File: src/rtl/logic_arb_pkg.sv
// Shared definitions for the round-robin logic-unit arbiter: opcode
// encodings, result-register state type and the bitwise evaluation function.
package logic_arb_pkg;

    localparam int OP_W    = 3;
    localparam int LOGIC_W = 32;

    localparam logic [OP_W-1:0] OP_AND  = 3'd0;
    localparam logic [OP_W-1:0] OP_NAND = 3'd1;
    localparam logic [OP_W-1:0] OP_OR   = 3'd2;
    localparam logic [OP_W-1:0] OP_NOR  = 3'd3;
    localparam logic [OP_W-1:0] OP_XOR  = 3'd4;
    localparam logic [OP_W-1:0] OP_XNOR = 3'd5;

    // Result register occupancy
    typedef enum logic {
        ST_EMPTY = 1'b0,
        ST_FULL  = 1'b1
    } arb_state_t;

    typedef struct packed {
        logic               err;
        logic [LOGIC_W-1:0] data;
    } logic_res_t;

    // Reserved opcodes (6, 7) produce zero data with the error flag set.
    function automatic logic_res_t logic_eval(input logic [OP_W-1:0]    op,
                                              input logic [LOGIC_W-1:0] a,
                                              input logic [LOGIC_W-1:0] b);
        logic_res_t r;
        r.err = 1'b0;
        case (op)
            OP_AND:  r.data = a & b;
            OP_NAND: r.data = ~(a & b);
            OP_OR:   r.data = a | b;
            OP_NOR:  r.data = ~(a | b);
            OP_XOR:  r.data = a ^ b;
            OP_XNOR: r.data = ~(a ^ b);
            default: begin
                r.data = '0;
                r.err  = 1'b1;
            end
        endcase
        return r;
    endfunction

endpackage

File: src/rtl/logic_rr_pick.sv
// Combinational round-robin picker: scans req_i starting at ptr_i, wrapping
// modulo N, and reports the first set bit as a one-hot grant plus its index.
module logic_rr_pick #(
    parameter int N     = 2,
    parameter int IDX_W = (N > 2) ? $clog2(N) : 1
) (
    input  logic [N-1:0]     req_i,
    input  logic [IDX_W-1:0] ptr_i,
    output logic [N-1:0]     grant_o,
    output logic [IDX_W-1:0] idx_o,
    output logic             any_o
);

    logic [IDX_W-1:0] pos;

    // Priority scan from the pointer; the first hit wins
    always_comb begin
        grant_o = '0;
        idx_o   = '0;
        any_o   = 1'b0;
        pos     = '0;
        for (int k = 0; k < N; k++) begin
            pos = IDX_W'((int'(ptr_i) + k) % N);
            if (!any_o && req_i[pos]) begin
                any_o        = 1'b1;
                grant_o[pos] = 1'b1;
                idx_o        = pos;
            end
        end
    end

endmodule

File: src/rtl/logic_unit_arbiter.sv
// Round-robin arbiter sharing one bitwise logic unit between N_REQ
// requesters, with a registered, ID-tagged result behind a valid/ready port.
// Optional per-requester grant counters are enabled by LOGIC_ARB_STATS_EN.
// WIDTH may be at most LOGIC_W (32); narrower operands are zero-extended.
module logic_unit_arbiter
    import logic_arb_pkg::*;
#(
    parameter int N_REQ = 2,
    parameter int WIDTH = 32,
    parameter int ID_W  = (N_REQ > 2) ? $clog2(N_REQ) : 1
) (
    input  logic                     clk,
    input  logic                     reset,
    input  logic [N_REQ-1:0]         req_valid,
    output logic [N_REQ-1:0]         req_ready,
    input  logic [N_REQ*WIDTH-1:0]   req_a,
    input  logic [N_REQ*WIDTH-1:0]   req_b,
    input  logic [N_REQ*OP_W-1:0]    req_op,
    output logic                     res_valid,
    input  logic                     res_ready,
    output logic [WIDTH-1:0]         res_data,
    output logic [ID_W-1:0]          res_id,
    output logic                     res_err
`ifdef LOGIC_ARB_STATS_EN
    ,
    output logic [N_REQ*16-1:0]      grant_count,
    input  logic                     stats_clr
`endif
);

    arb_state_t        state_q;
    logic [ID_W-1:0]   ptr_q;
    logic [ID_W-1:0]   ptr_d;
    logic [WIDTH-1:0]  res_data_q;
    logic [WIDTH-1:0]  res_data_d;
    logic [ID_W-1:0]   res_id_q;
    logic [ID_W-1:0]   res_id_d;
    logic              res_err_q;
    logic              res_err_d;

    logic [N_REQ-1:0]  grant;
    logic [ID_W-1:0]   win_idx;
    logic              any_valid;
    logic              can_accept;
    logic              accept;

    logic [WIDTH-1:0]   win_a;
    logic [WIDTH-1:0]   win_b;
    logic [OP_W-1:0]    win_op;
    logic [LOGIC_W-1:0] a_ext;
    logic [LOGIC_W-1:0] b_ext;
    logic_res_t         eval_res;

    logic_rr_pick #(
        .N     (N_REQ),
        .IDX_W (ID_W)
    ) u_pick (
        .req_i   (req_valid),
        .ptr_i   (ptr_q),
        .grant_o (grant),
        .idx_o   (win_idx),
        .any_o   (any_valid)
    );

    // A new operation can enter when the result slot is empty or being drained
    assign can_accept = (state_q == ST_EMPTY) | res_ready;
    assign accept     = any_valid & can_accept;
    assign req_ready  = reset ? '0 : (grant & {N_REQ{can_accept}});

    // Select the winning requester's operands and opcode
    always_comb begin
        win_a  = '0;
        win_b  = '0;
        win_op = '0;
        for (int i = 0; i < N_REQ; i++) begin
            if (win_idx == ID_W'(i)) begin
                win_a  = req_a[i*WIDTH +: WIDTH];
                win_b  = req_b[i*WIDTH +: WIDTH];
                win_op = req_op[i*OP_W +: OP_W];
            end
        end
    end

    // Evaluate the shared logic unit and form the next result fields
    always_comb begin
        a_ext              = '0;
        b_ext              = '0;
        a_ext[WIDTH-1:0]   = win_a;
        b_ext[WIDTH-1:0]   = win_b;
        eval_res           = logic_eval(win_op, a_ext, b_ext);
        res_data_d         = eval_res.data[WIDTH-1:0];
        res_err_d          = eval_res.err;
        res_id_d           = win_idx;
        ptr_d              = (win_idx == ID_W'(N_REQ - 1)) ? '0 : win_idx + 1'b1;
    end

    // Result-slot FSM: load on accept, empty on drain without a new accept
    always_ff @(posedge clk or posedge reset) begin
        if (reset) begin
            state_q    <= ST_EMPTY;
            ptr_q      <= '0;
            res_data_q <= '0;
            res_id_q   <= '0;
            res_err_q  <= 1'b0;
        end else begin
            if (accept) begin
                state_q    <= ST_FULL;
                ptr_q      <= ptr_d;
                res_data_q <= res_data_d;
                res_id_q   <= res_id_d;
                res_err_q  <= res_err_d;
            end else if (res_ready) begin
                state_q    <= ST_EMPTY;
            end
        end
    end

    assign res_valid = (state_q == ST_FULL);
    assign res_data  = res_data_q;
    assign res_id    = res_id_q;
    assign res_err   = res_err_q;

`ifdef LOGIC_ARB_STATS_EN
    logic [15:0] grant_cnt_q [N_REQ];

    for (genvar g = 0; g < N_REQ; g++) begin : g_stats
        // Saturating per-requester accept counter; clear has priority
        always_ff @(posedge clk or posedge reset) begin
            if (reset) begin
                grant_cnt_q[g] <= '0;
            end else if (stats_clr) begin
                grant_cnt_q[g] <= '0;
            end else if (accept && (win_idx == ID_W'(g)) && (grant_cnt_q[g] != 16'hFFFF)) begin
                grant_cnt_q[g] <= grant_cnt_q[g] + 16'd1;
            end
        end
        assign grant_count[g*16 +: 16] = grant_cnt_q[g];
    end
`endif

endmodule

File: config.mk
export PLATFORM = sky130hd
export DESIGN_NAME = logic_unit_arbiter
export DESIGN_NICKNAME = d
export VERILOG_FILES = /design/src/rtl/logic_arb_pkg.sv /design/src/rtl/logic_rr_pick.sv /design/src/rtl/logic_unit_arbiter.sv
export SDC_FILE = /design/constraint.sdc
export NUM_CORES = 1
export LEC_CHECK = 0
export CAP_MARGIN = 20
export CORE_ASPECT_RATIO = 0.9
export CORE_MARGIN = 4
export CORE_UTILIZATION = 40
export CTS_BUF_LIST = sky130_fd_sc_hd__clkbuf_16
export CTS_CLUSTER_SIZE = 24
export DETAILED_ROUTE_END_ITERATION = 12
export HOLD_SLACK_MARGIN = 0.08
export PLACE_DENSITY = 0.81
export SYNTH_ARGS = -nofsm -noshare
export SYNTH_HDL_FRONTEND = slang
export SYNTH_SLANG_ARGS = --single-unit
File: constraint.sdc
create_clock -name clk -period 3.5 [get_ports clk]
set_clock_uncertainty 0.15 [all_clocks]
set_input_delay 0.7 -clock clk [delete_from_list [all_inputs] [get_ports clk]]
set_output_delay 0.7 -clock clk [all_outputs]
set_load 0.02 [all_outputs]
After elaboration in Yosys (flattened, before gate mapping) --
Index checks and enable logic that the tools add are counted.
Cells by class: add/sub/neg operators 2, magnitude comparators 4, eq/ne operators 5, multiplexer cells 23, bitwise gates (word level) 11, reductions and logical operators 7
Operator list (number):
- 32-bit case mux with 6 select lines | 1
- 32-bit NOT | 3
- 32-bit 2-to-1 mux | 2
- 32-bit AND | 1
- 32-bit OR | 1
- 32-bit bitwise XOR | 1
- 1-bit 2-to-1 mux | 14
- 3-bit by 2-bit equality test with 1-bit output, second input constant | 2
- 3-bit equality test, second input constant | 2
- 2-bit 2-to-1 mux | 3
- 6-bit OR reduction | 1
- 1-bit by 2-bit < comparator with 1-bit output, second input constant | 2
- 3-bit by 1-bit equality test with 1-bit output, second input constant | 1
- 1-bit logical AND | 3
- 3-bit logical NOT | 1
- 3-bit 2-to-1 mux | 1
- 1-bit adder, second input constant | 2
- 2-bit AND | 1
- 1-bit demux with 1-bit select | 2
- 1-bit greater-or-equal comparator, second input constant | 2
- 2-bit OR | 1
- 2-bit nonzero test | 1
- 1-bit AND | 1
- 1-bit logical NOT | 1
- 2 further kinds | 2
Word-level totals: bits in registers 36, input port bits 139, output and inout bits 37, logic and storage cells 57

Longest topological paths before layout --
Gate-level depths: netlist of run 1.
word-level depth 10, gate-level depth with buffers 14, gate-level depth less buffers 11

Modules after synthesis --
Synthesis of run 1 repeated with hierarchy kept, for this count alone.
Second synthesis, totals: cell total of the unflattened synthesis 408, area, all modules 4175.3 µm²
By module, submodules not included:
- logic_unit_arbiter | instances 1, cells each 403, area an instance 4142.7 µm², sequential area each 900.9 µm²
- logic_rr_pick | instances 1, cells each 5, area an instance 32.5 µm², sequential area each 0.0 µm²

Least setup slack after synthesis of run 1 --
No wires, ideal clock.
kind input to output, from input reset, to output req_ready[0], data arrival time 1915 ps, data required time 2650 ps, slack 735 ps, cell stages on the path 2, buffers on the path 0, path through inv_1 > and4_1
Between the ends: cells in the longest elaborated chain, start to end 1
Ends and longest elaborated chain:
- start: declaration | line logic_unit_arbiter.sv:13 | input logic reset,
- 2-bit 2-to-1 mux | line logic_unit_arbiter.sv:68 | assign req_ready = reset ? '0 : (grant & {N_REQ{can_accept}});
- end: declaration | line logic_unit_arbiter.sv:15 | output logic [N_REQ-1:0] req_ready,
No other way between the ends.

Worst setup path in the final report of run 1 --
from input res_ready, to output req_ready[1]
Between the ends: cells in the longest elaborated chain, start to end 3
Ends and longest elaborated chain:
- start: declaration | line logic_unit_arbiter.sv:20 | input logic res_ready,
- 1-bit OR | line logic_unit_arbiter.sv:66 | assign can_accept = (state_q == ST_EMPTY) | res_ready;
- 2-bit AND | line logic_unit_arbiter.sv:68
- 2-bit 2-to-1 mux | line logic_unit_arbiter.sv:68
No other way between the ends.

==> results of run 1 <==
-- routing by layer --
layer	up-vias	wire length, um	global-route usage, %
li1	3009	-	-
met5	-	0	0
met4	0	209	5.13
met1	2825	7610	26.6
met3	22	1430	4.16
met2	253	8490	37.8
-- where the power goes --
| group | switching [mW] | internal (mW) |
|---|---|---|
| registers | 0.0623 | 0.514 |
| logic | 0.759 | 0.685 |
| clock network | 0.175 | 0.255 |
| total | 0.996 | 1.45 |
-- Yosys cell counts (all sizes together) --
master and count:
a211oi 32, o22ai 32, nor2 36, and2 1, nand4 32, o21ai 69
inv 67, nand2 165, a21oi 2, mux2i 32, o311ai 1, nand4b 1
and3 1, and4 1, a22oi 32, clkbuf 35, dfrtp 36, a31oi 1
xnor2 32, nand3 1, or3 32, ha 64, nor3 1, nand2b 66
buf 36, nor2b 2
-- worst max-delay path: cells and delay by family --
family	cells	cell delay, ps
buffers and inverters	2	1110
and+or+nand+nor	2	650
-- worst paths after layout --
check	endpoint	slack (ps)
worst min-delay path	res_id	330
worst max register to register	res_data[7]	690
worst max-delay path	req_ready[1]	180
max in group asynchronous	res_data[5]	2050
min in group asynchronous	res_data[23]	790
worst min register to register	res_id	330
-- sequential cells by signal (all words and copies together), names as in the netlist --
| name | count |
|---|---|
| res_err | 1 |
| res_valid | 1 |
| ptr_q | 1 |
| res_data | 32 |
| res_id | 1 |
-- area by class of cell --
type	instances	area [um2]
clock buffer	5	125
clock inverter	2	7.51
fill	1289	5940
inverter	67	251
multi-input combinational	637	4180
sequential	36	901
tap	189	236
timing repair buffer	196	1920
-- through the flow --
step / worst slack [ps] / instances / hold WS, ps
3_5_place_dp: 59.8 / 1123 / 319
3_3_place_gp: 113 / 1123 / 317
2_1_floorplan: 735 / 810 / 399
5_1_grt: 112 / 1132 / 346
4_1_cts: 140 / 1130 / 331
6_report: 185 / 1132 / 332
-- kinds of logic after synthesis --
| family | count (synthesis) | synth area share (%) |
|---|---|---|
| DFF | 36 | 16.0 |
| and+or+nand+nor | 339 | 29.1 |
| xor gates and xnor gates | 32 | 4.98 |
| AOI/OAI and AO/OA | 169 | 19.2 |
| muxes | 32 | 5.69 |
| adders and majority gates | 64 | 14.2 |
| buffers and inverters | 138 | 10.9 |
==> flow_summary.ini, run 1 <==
[run_status]
status = complete, no violations

[floorplanning]
die_area_um2 = 16000
die_w_um = 133
core_area_um2 = 13600
die_h_um = 121
start_util_pct = 41.5
io_pins = 176
num_rows = 40

[sta]
rsz0062_at_grt = no
drv_slew = 0
tightestPinTransition_ps = 982
max_clock_freq_mhz = 302
period_share_pct = 94.7
period_needed_ps = 3320
fin_tns_setup_ps = 0
relSlewSlack_pct = 34.3
setup_viol = 0
finalHoldViolations = 0

[yosys]
syn_nets = 1013
synth_top_area_share_pct = 16.0
ys_warn_count = 0
synth.avg_cell_area_um2 = 6.95
yosys.area.top_type = dfrtp_1
synth_seq_cells = 36
synth_area_leaders = dfrtp_1 (16%), ha_1 (14%), nand2_1 (11%)
synth_cells = 810
netlist_area_um2 = 5630
synth_cell_types = 35
ys_seq_area_share_pct = 16.0

[pwr]
ir_drop_uv = 184
powerDensity_nw_per_um2 = 322
power_mw = 2.45
p_leak_nw = 3.44

[clocking]
htree_levels = 2
path_clk_slew_ps = 50
numCtsBuffers = 5
cts_tree = built
cts_sinks = 36
ctsResizeCount = 0
cts_buffer_depth = 2
insertion_delay_ps = 270
cts_hold_buf = 0
cts-root-buf = clkbuf_16
postCtsSetupBuffers = 0

[final_layout]
final_cell_mix = clkdlybuf4s50_1 (172), nand2_1 (164), inv_1 (65), nand2b_1 (65), ha_1 (64)
layout_commonest_cell = clkdlybuf4s50_1
nets = 1146
antennaDiodeCount = 0
drive_gt1_share_pct = 4.56
final_cell_area_um2 = 7620
synthToLayoutAreaGrowth_pct = 35.3
post-route-util_pct = 56.2

[route]
drc = 0
drt_iter0_markers = 511
vias = 6109
dr.pass1.iters = 5
wl_per_cell_um = 15.7
wl_mm = 17.7
vias_per_cell = 5.40
postRouteAntennaNets = 0

[worst_setup_path]
crit_required_ps = 2650
worstRegToRegCells = 11
r2r-start = ptr_q
cp_common_cell = clkdlybuf4s50_1
timing.critical_path.slowest_stage_cell = clkdlybuf4s50_1
crit_type = input port to output port
cp-start-kind = input port
max_stage_delay_ps = 560
crit_chain = clkdlybuf4s50_1, nor2b_4, nor3_1, clkdlybuf4s50_1
crit_arrival_ps = 2470
startpoint = res_ready
crit_path_max_fanout = 17
endpoint_kind = output port

[placed_design]
globalplace.congestion = 0.799
portBuffers = 175
hpwl_mm = 12.0
placed_cell_area_um2 = 7470

[global_routing]
overflow = 0
grt_pass1_vias = 5979
antenna_found_initial = 0
track_usage_pct = 21.3
grt_pass1_wl_mm = 28.8
grt_start_max_net_pins = 67

[hold_path]
hold_depth = 2
min-delay-start = res_id
hold_class = register to register

[flow_run]
cap_viol_max_count = 0
Note: power is estimated with default switching activity, not from simulation.
==> run 2: changes to the inputs <==
--- a/config.mk
+++ b/config.mk
@@ -5,7 +5,6 @@
 export SDC_FILE = /design/constraint.sdc
 export NUM_CORES = 1
 export LEC_CHECK = 0
-export CAP_MARGIN = 20
 export CORE_ASPECT_RATIO = 0.9
 export CORE_MARGIN = 4
 export CORE_UTILIZATION = 40
@@ -13,7 +12,8 @@
 export CTS_CLUSTER_SIZE = 24
 export DETAILED_ROUTE_END_ITERATION = 12
 export HOLD_SLACK_MARGIN = 0.08
-export PLACE_DENSITY = 0.81
+export PLACE_DENSITY = 0.87
 export SYNTH_ARGS = -nofsm -noshare
 export SYNTH_HDL_FRONTEND = slang
+export SYNTH_HIERARCHICAL = 1
 export SYNTH_SLANG_ARGS = --single-unit
==> flow_summary.ini, run 2 <==
[route]
drc = 0
dr.pass1.iters = 6
vias = 3623
wl_per_cell_um = 16.6
postRouteAntennaNets = 0
wl_mm = 11.7
vias_per_cell = 5.13
drt_iter0_markers = 72

[clocking]
cts-root-buf = clkbuf_16
htree_levels = 2
cts_buffer_depth = 2
path_clk_slew_ps = 60
cts_tree = built
cts_hold_buf = 0
insertion_delay_ps = 270
cts_sinks = 36
ctsResizeCount = 0
numCtsBuffers = 5
postCtsSetupBuffers = 0

[yosys]
synth_seq_cells = 36
ys_seq_area_share_pct = 21.6
synth_cells = 408
synthTopCellsByCount = mux2i_1 (129), inv_1 (67), ha_1 (64)
synth_top_area_share_pct = 30.9
ys.flop_type = dfrtp_1
synth_edf_count = 0
synth_area_leaders = mux2i_1 (31%), dfrtp_1 (22%), ha_1 (19%)
syn_nets = 611
netlist_area_um2 = 4180
yosys.area.top_type = mux2i_1
synth.avg_cell_area_um2 = 10.2
ys_warn_count = 6
yosysMostFrequentCell = mux2i_1
async_reset_ff_share_pct = 100
synth_cell_types = 24

[placed_design]
place_inst = 698
place_ws_ps = 145
hpwl_mm = 9.36
globalplace.congestion = 0.737
portBuffers = 175

[final_layout]
synthToLayoutAreaGrowth_pct = 48.9
post-route-util_pct = 60.9
final_cell_mix = clkdlybuf4s50_1 (175), mux2i_1 (129), inv_1 (68)
nets = 779
antennaDiodeCount = 0
fin_cells = 706
layout_commonest_cell = clkdlybuf4s50_1
drive_gt1_share_pct = 4.51
largest_reg_flops = 32

[worst_setup_path]
crit_path_max_fanout = 8
crit_arrival_ps = 2270
crit_required_ps = 2650
endpoint_kind = output port
crit_type = input port to output port
reg2reg_slack_ps = 950
cp-start-kind = input port
worstRegToRegCells = 8

[sta]
relSlewSlack_pct = 59.1
period_needed_ps = 3120
period_share_pct = 89.1
setup_viol = 0
rsz0062_at_grt = no
fin_tns_setup_ps = 0
finalHoldViolations = 0
max_clock_freq_mhz = 321
worst_slack_ps = 380
drv_slew = 0
tightestPinTransition_ps = 596

[hold_path]
hold_class = register to register
hold_depth = 2

[pwr]
ir_drop_uv = 209
power_mw = 2.15
p_leak_nw = 3.13
powerDensity_nw_per_um2 = 346

[floorplanning]
num_rows = 35
core_area_um2 = 10200
die_h_um = 105
start_util_pct = 40.9
die_area_um2 = 12100
die_w_um = 116
io_pins = 176

[global_routing]
grt_start_max_net_pins = 36
track_usage_pct = 18.9
antenna_found_initial = 1
overflow = 0
grt_pass1_vias = 3982
grt_pass1_wl_mm = 18.6

[flow_run]
cap_viol_max_count = 0

[run_status]
status = complete, no violations
## run 2: changes by cell type after synthesis, sizes merged, moves of 27 or more
cell	change
nand2	-162
mux2i	+98
o21ai	-69
nand2b	-65
nor2	-36
a211oi	-32
a221o	+32
a22oi	-32
o22ai	-32
or3	-32
nand4	-31
clkbuf	-27
## run 2: layout make-up
class | instances | area (um2)
repair buffers | 190 | 1900
clock buffers | 5 | 125
flip-flops and latches | 36 | 901
inverters | 67 | 251
fillers | 856 | 3990
well taps | 129 | 161
multi-input cells | 276 | 2870
clock inverters | 3 | 11.3
## run 2: cells by family (layout without fill, tap and decap cells)
family | after synthesis | after routing | synth area share [%]
compound gates | 38 | 38 | 8.66
buf+inv | 96 | 265 | 10.2
flops | 36 | 36 | 21.6
simple gates | 10 | 10 | 1.59
fa+ha+maj | 64 | 64 | 19.2
xor+xnor | 32 | 32 | 6.71
mux | 132 | 132 | 32.1
## run 2: worst max-delay path, cell delays in order
cell,delay [ps]
clkdlybuf4s50_1,450
nand2b_1,280
and3_1,220
clkdlybuf4s50_1,610
## run 2: report_power, final
part,internal (mW),switching (mW)
sequential,0.515,0.0639
combinational,0.622,0.528
clock,0.256,0.166
total,1.39,0.757
## run 2: worst paths after layout
check                                to       from
max                        req_ready[1]  res_ready
min                             res_err    res_err
max reg2reg                res_data[31]      ptr_q
min reg2reg                     res_err    res_err
max in group asynchronous   res_data[8]      reset
min in group asynchronous         ptr_q      reset
## run 2: layer usage
layer  wire length, um  track usage (%)
met4               136             4.39
met5                20                0
met1              4710             21.7
met2              6090             34.9
met3               774             4.63
## run 2: stage by stage
step	hold WS, ps	instance area, um2
2_1_floorplan	386	4180
3_3_place_gp	320	6080
3_5_place_dp	326	6080
4_1_cts	339	6220
5_1_grt	378	6220
6_report	339	6220
==> run 3: changes to the inputs <==
--- a/config.mk
+++ b/config.mk
@@ -11,6 +11,7 @@
 export CTS_BUF_LIST = sky130_fd_sc_hd__clkbuf_16
 export CTS_CLUSTER_SIZE = 24
 export DETAILED_ROUTE_END_ITERATION = 12
+export GPL_TIMING_DRIVEN = 0
 export HOLD_SLACK_MARGIN = 0.08
 export PLACE_DENSITY = 0.87
 export SYNTH_ARGS = -nofsm -noshare
==> constraint.sdc (replaced) <==
create_clock -name clk -period 2.9 [get_ports clk]
set_clock_uncertainty 0.15 [all_clocks]
set_input_delay 0.58 -clock clk [delete_from_list [all_inputs] [get_ports clk]]
set_output_delay 0.58 -clock clk [all_outputs]
set_load 0.02 [all_outputs]
==> flow_summary.ini, run 3 (synthesized netlist as in run 2, its figures left out) <==
[worst_setup_path]
crit_path_max_fanout = 8
crit_chain = clkdlybuf4s50_1, nand2b_1, buf_2, and3_1, clkdlybuf4s50_1
cp_common_cell = clkdlybuf4s50_1
crit_required_ps = 2170
cp-start-kind = input port
timing.critical_path.slowest_stage_cell = clkdlybuf4s50_1
crit_arrival_ps = 2120
startpoint = res_ready
r2r-start = ptr_q
endpoint_kind = output port
max_stage_delay_ps = 610
crit_type = input port to output port
worstRegToRegCells = 10

[sta]
period_share_pct = 98.2
drv_slew = 0
setup_viol = 0
period_needed_ps = 2850
relSlewSlack_pct = 63.1
fin_tns_setup_ps = 0
hold_ws_ps = 216
finalHoldViolations = 0
tightestPinTransition_ps = 554
max_clock_freq_mhz = 351
rsz0062_at_grt = no

[floorplanning]
die_w_um = 116
start_util_pct = 40.9
io_pins = 176
num_rows = 35
die_area_um2 = 12100
die_h_um = 105
core_area_um2 = 10200

[placed_design]
place_inst = 712
globalplace.congestion = 0.749
portBuffers = 175
hpwl_mm = 9.78

[clocking]
htree_levels = 2
cts_tree = built
cts_buffer_depth = 2
numCtsBuffers = 5
insertion_delay_ps = 280
cts_sinks = 36
path_clk_slew_ps = 60
cts-root-buf = clkbuf_16

[pwr]
ir_drop_uv = 321
p_leak_nw = 3.29
powerDensity_nw_per_um2 = 425

[global_routing]
grt_pass1_vias = 4044
grt_pass1_wl_mm = 19.4
track_usage_pct = 19.9
antenna_found_initial = 0
grt_start_max_net_pins = 39
overflow = 0

[route]
dr.pass1.iters = 4
drt_iter0_markers = 101
wl_per_cell_um = 18.3
wl_mm = 13.4
vias_per_cell = 5.18
vias = 3774
postRouteAntennaNets = 0
drc = 0

[final_layout]
drive_gt1_share_pct = 13.0
largest_reg_flops = 32
antennaDiodeCount = 0
nets = 801
synthToLayoutAreaGrowth_pct = 61.1
layout_commonest_cell = clkdlybuf4s50_1
fin_cells = 728
final_cell_mix = clkdlybuf4s50_1 (171), mux2i_1 (99), inv_1 (66)

[hold_path]
hold_class = input port to asynchronous set/reset pin

[flow_run]
cap_viol_max_count = 0

[run_status]
status = complete, no violations
==> run 3: path summary, 6_finish.rpt <==
check / endpoint / slack (ps)
min in group clk: res_err / 340
hold / removal: res_data[31] / 220
setup / recovery: req_ready[0] / 50
max in group asynchronous: res_data[10] / 2150
setup reg to reg: res_data[2] / 400
hold reg to reg: res_err / 340
==> run 3: worst max-delay path, delay by kind of cell <==
family                 cells  cell delay, ps
AND/OR/NAND/NOR            2             290
buffers and inverters      3            1250
==> run 3: stage by stage <==
| stage | total power, mW | cell area (um2) | setup slack [ps] | utilization [%] |
|---|---|---|---|---|
| after floorplan | 1.49 | 4180 | 249 | - |
| after global placement | 2.05 | 6090 | -921 | 59.7 |
| after detailed placement | 2.10 | 6090 | -795 | 59.7 |
| after CTS | 2.78 | 6400 | -17.4 | 62.7 |
| after global routing | 3.02 | 6730 | 3.05 | 65.9 |
| final | 2.86 | 6730 | 52.4 | 65.9 |
==> run 3: report_power, final <==
group | leakage, nW | switching (mW) | internal (mW)
Combinational | 2.76 | 0.698 | 0.839
Clock | 0.0798 | 0.223 | 0.404
Sequential | 0.451 | 0.0738 | 0.621
==> run 3: routing by layer <==
| layer | global-route usage, % | share of wire, % | up-vias |
|---|---|---|---|
| met5 | 0 | 0 | - |
| met4 | 4.23 | 1.4 | 0 |
| met3 | 4.28 | 7.3 | 19 |
| met2 | 35.7 | 53 | 149 |
| met1 | 24.1 | 39 | 1808 |
| li1 | - | - | 1798 |
==> run 3: layout make-up <==
class                   instances  area, um2
inverters                      67        278
repair buffers                182       1870
well taps                     129        161
clock inverters                 3       42.5
fillers                       792       3480
multi-input cells             276       3070
clock buffers                   5        125
flip-flops and latches         36        901
repair inverters                1       8.76
plain buffers                  29        273
==> run 3: timing repair <==
item | in CTS | in global routing
setup buffers | 0 | 4
hold buffers | 0 | 0
pin swaps | 0 | 1
gates cloned | 0 | 4
gates resized for setup | 37 | 48
setup endpoints to repair | 34 | 33
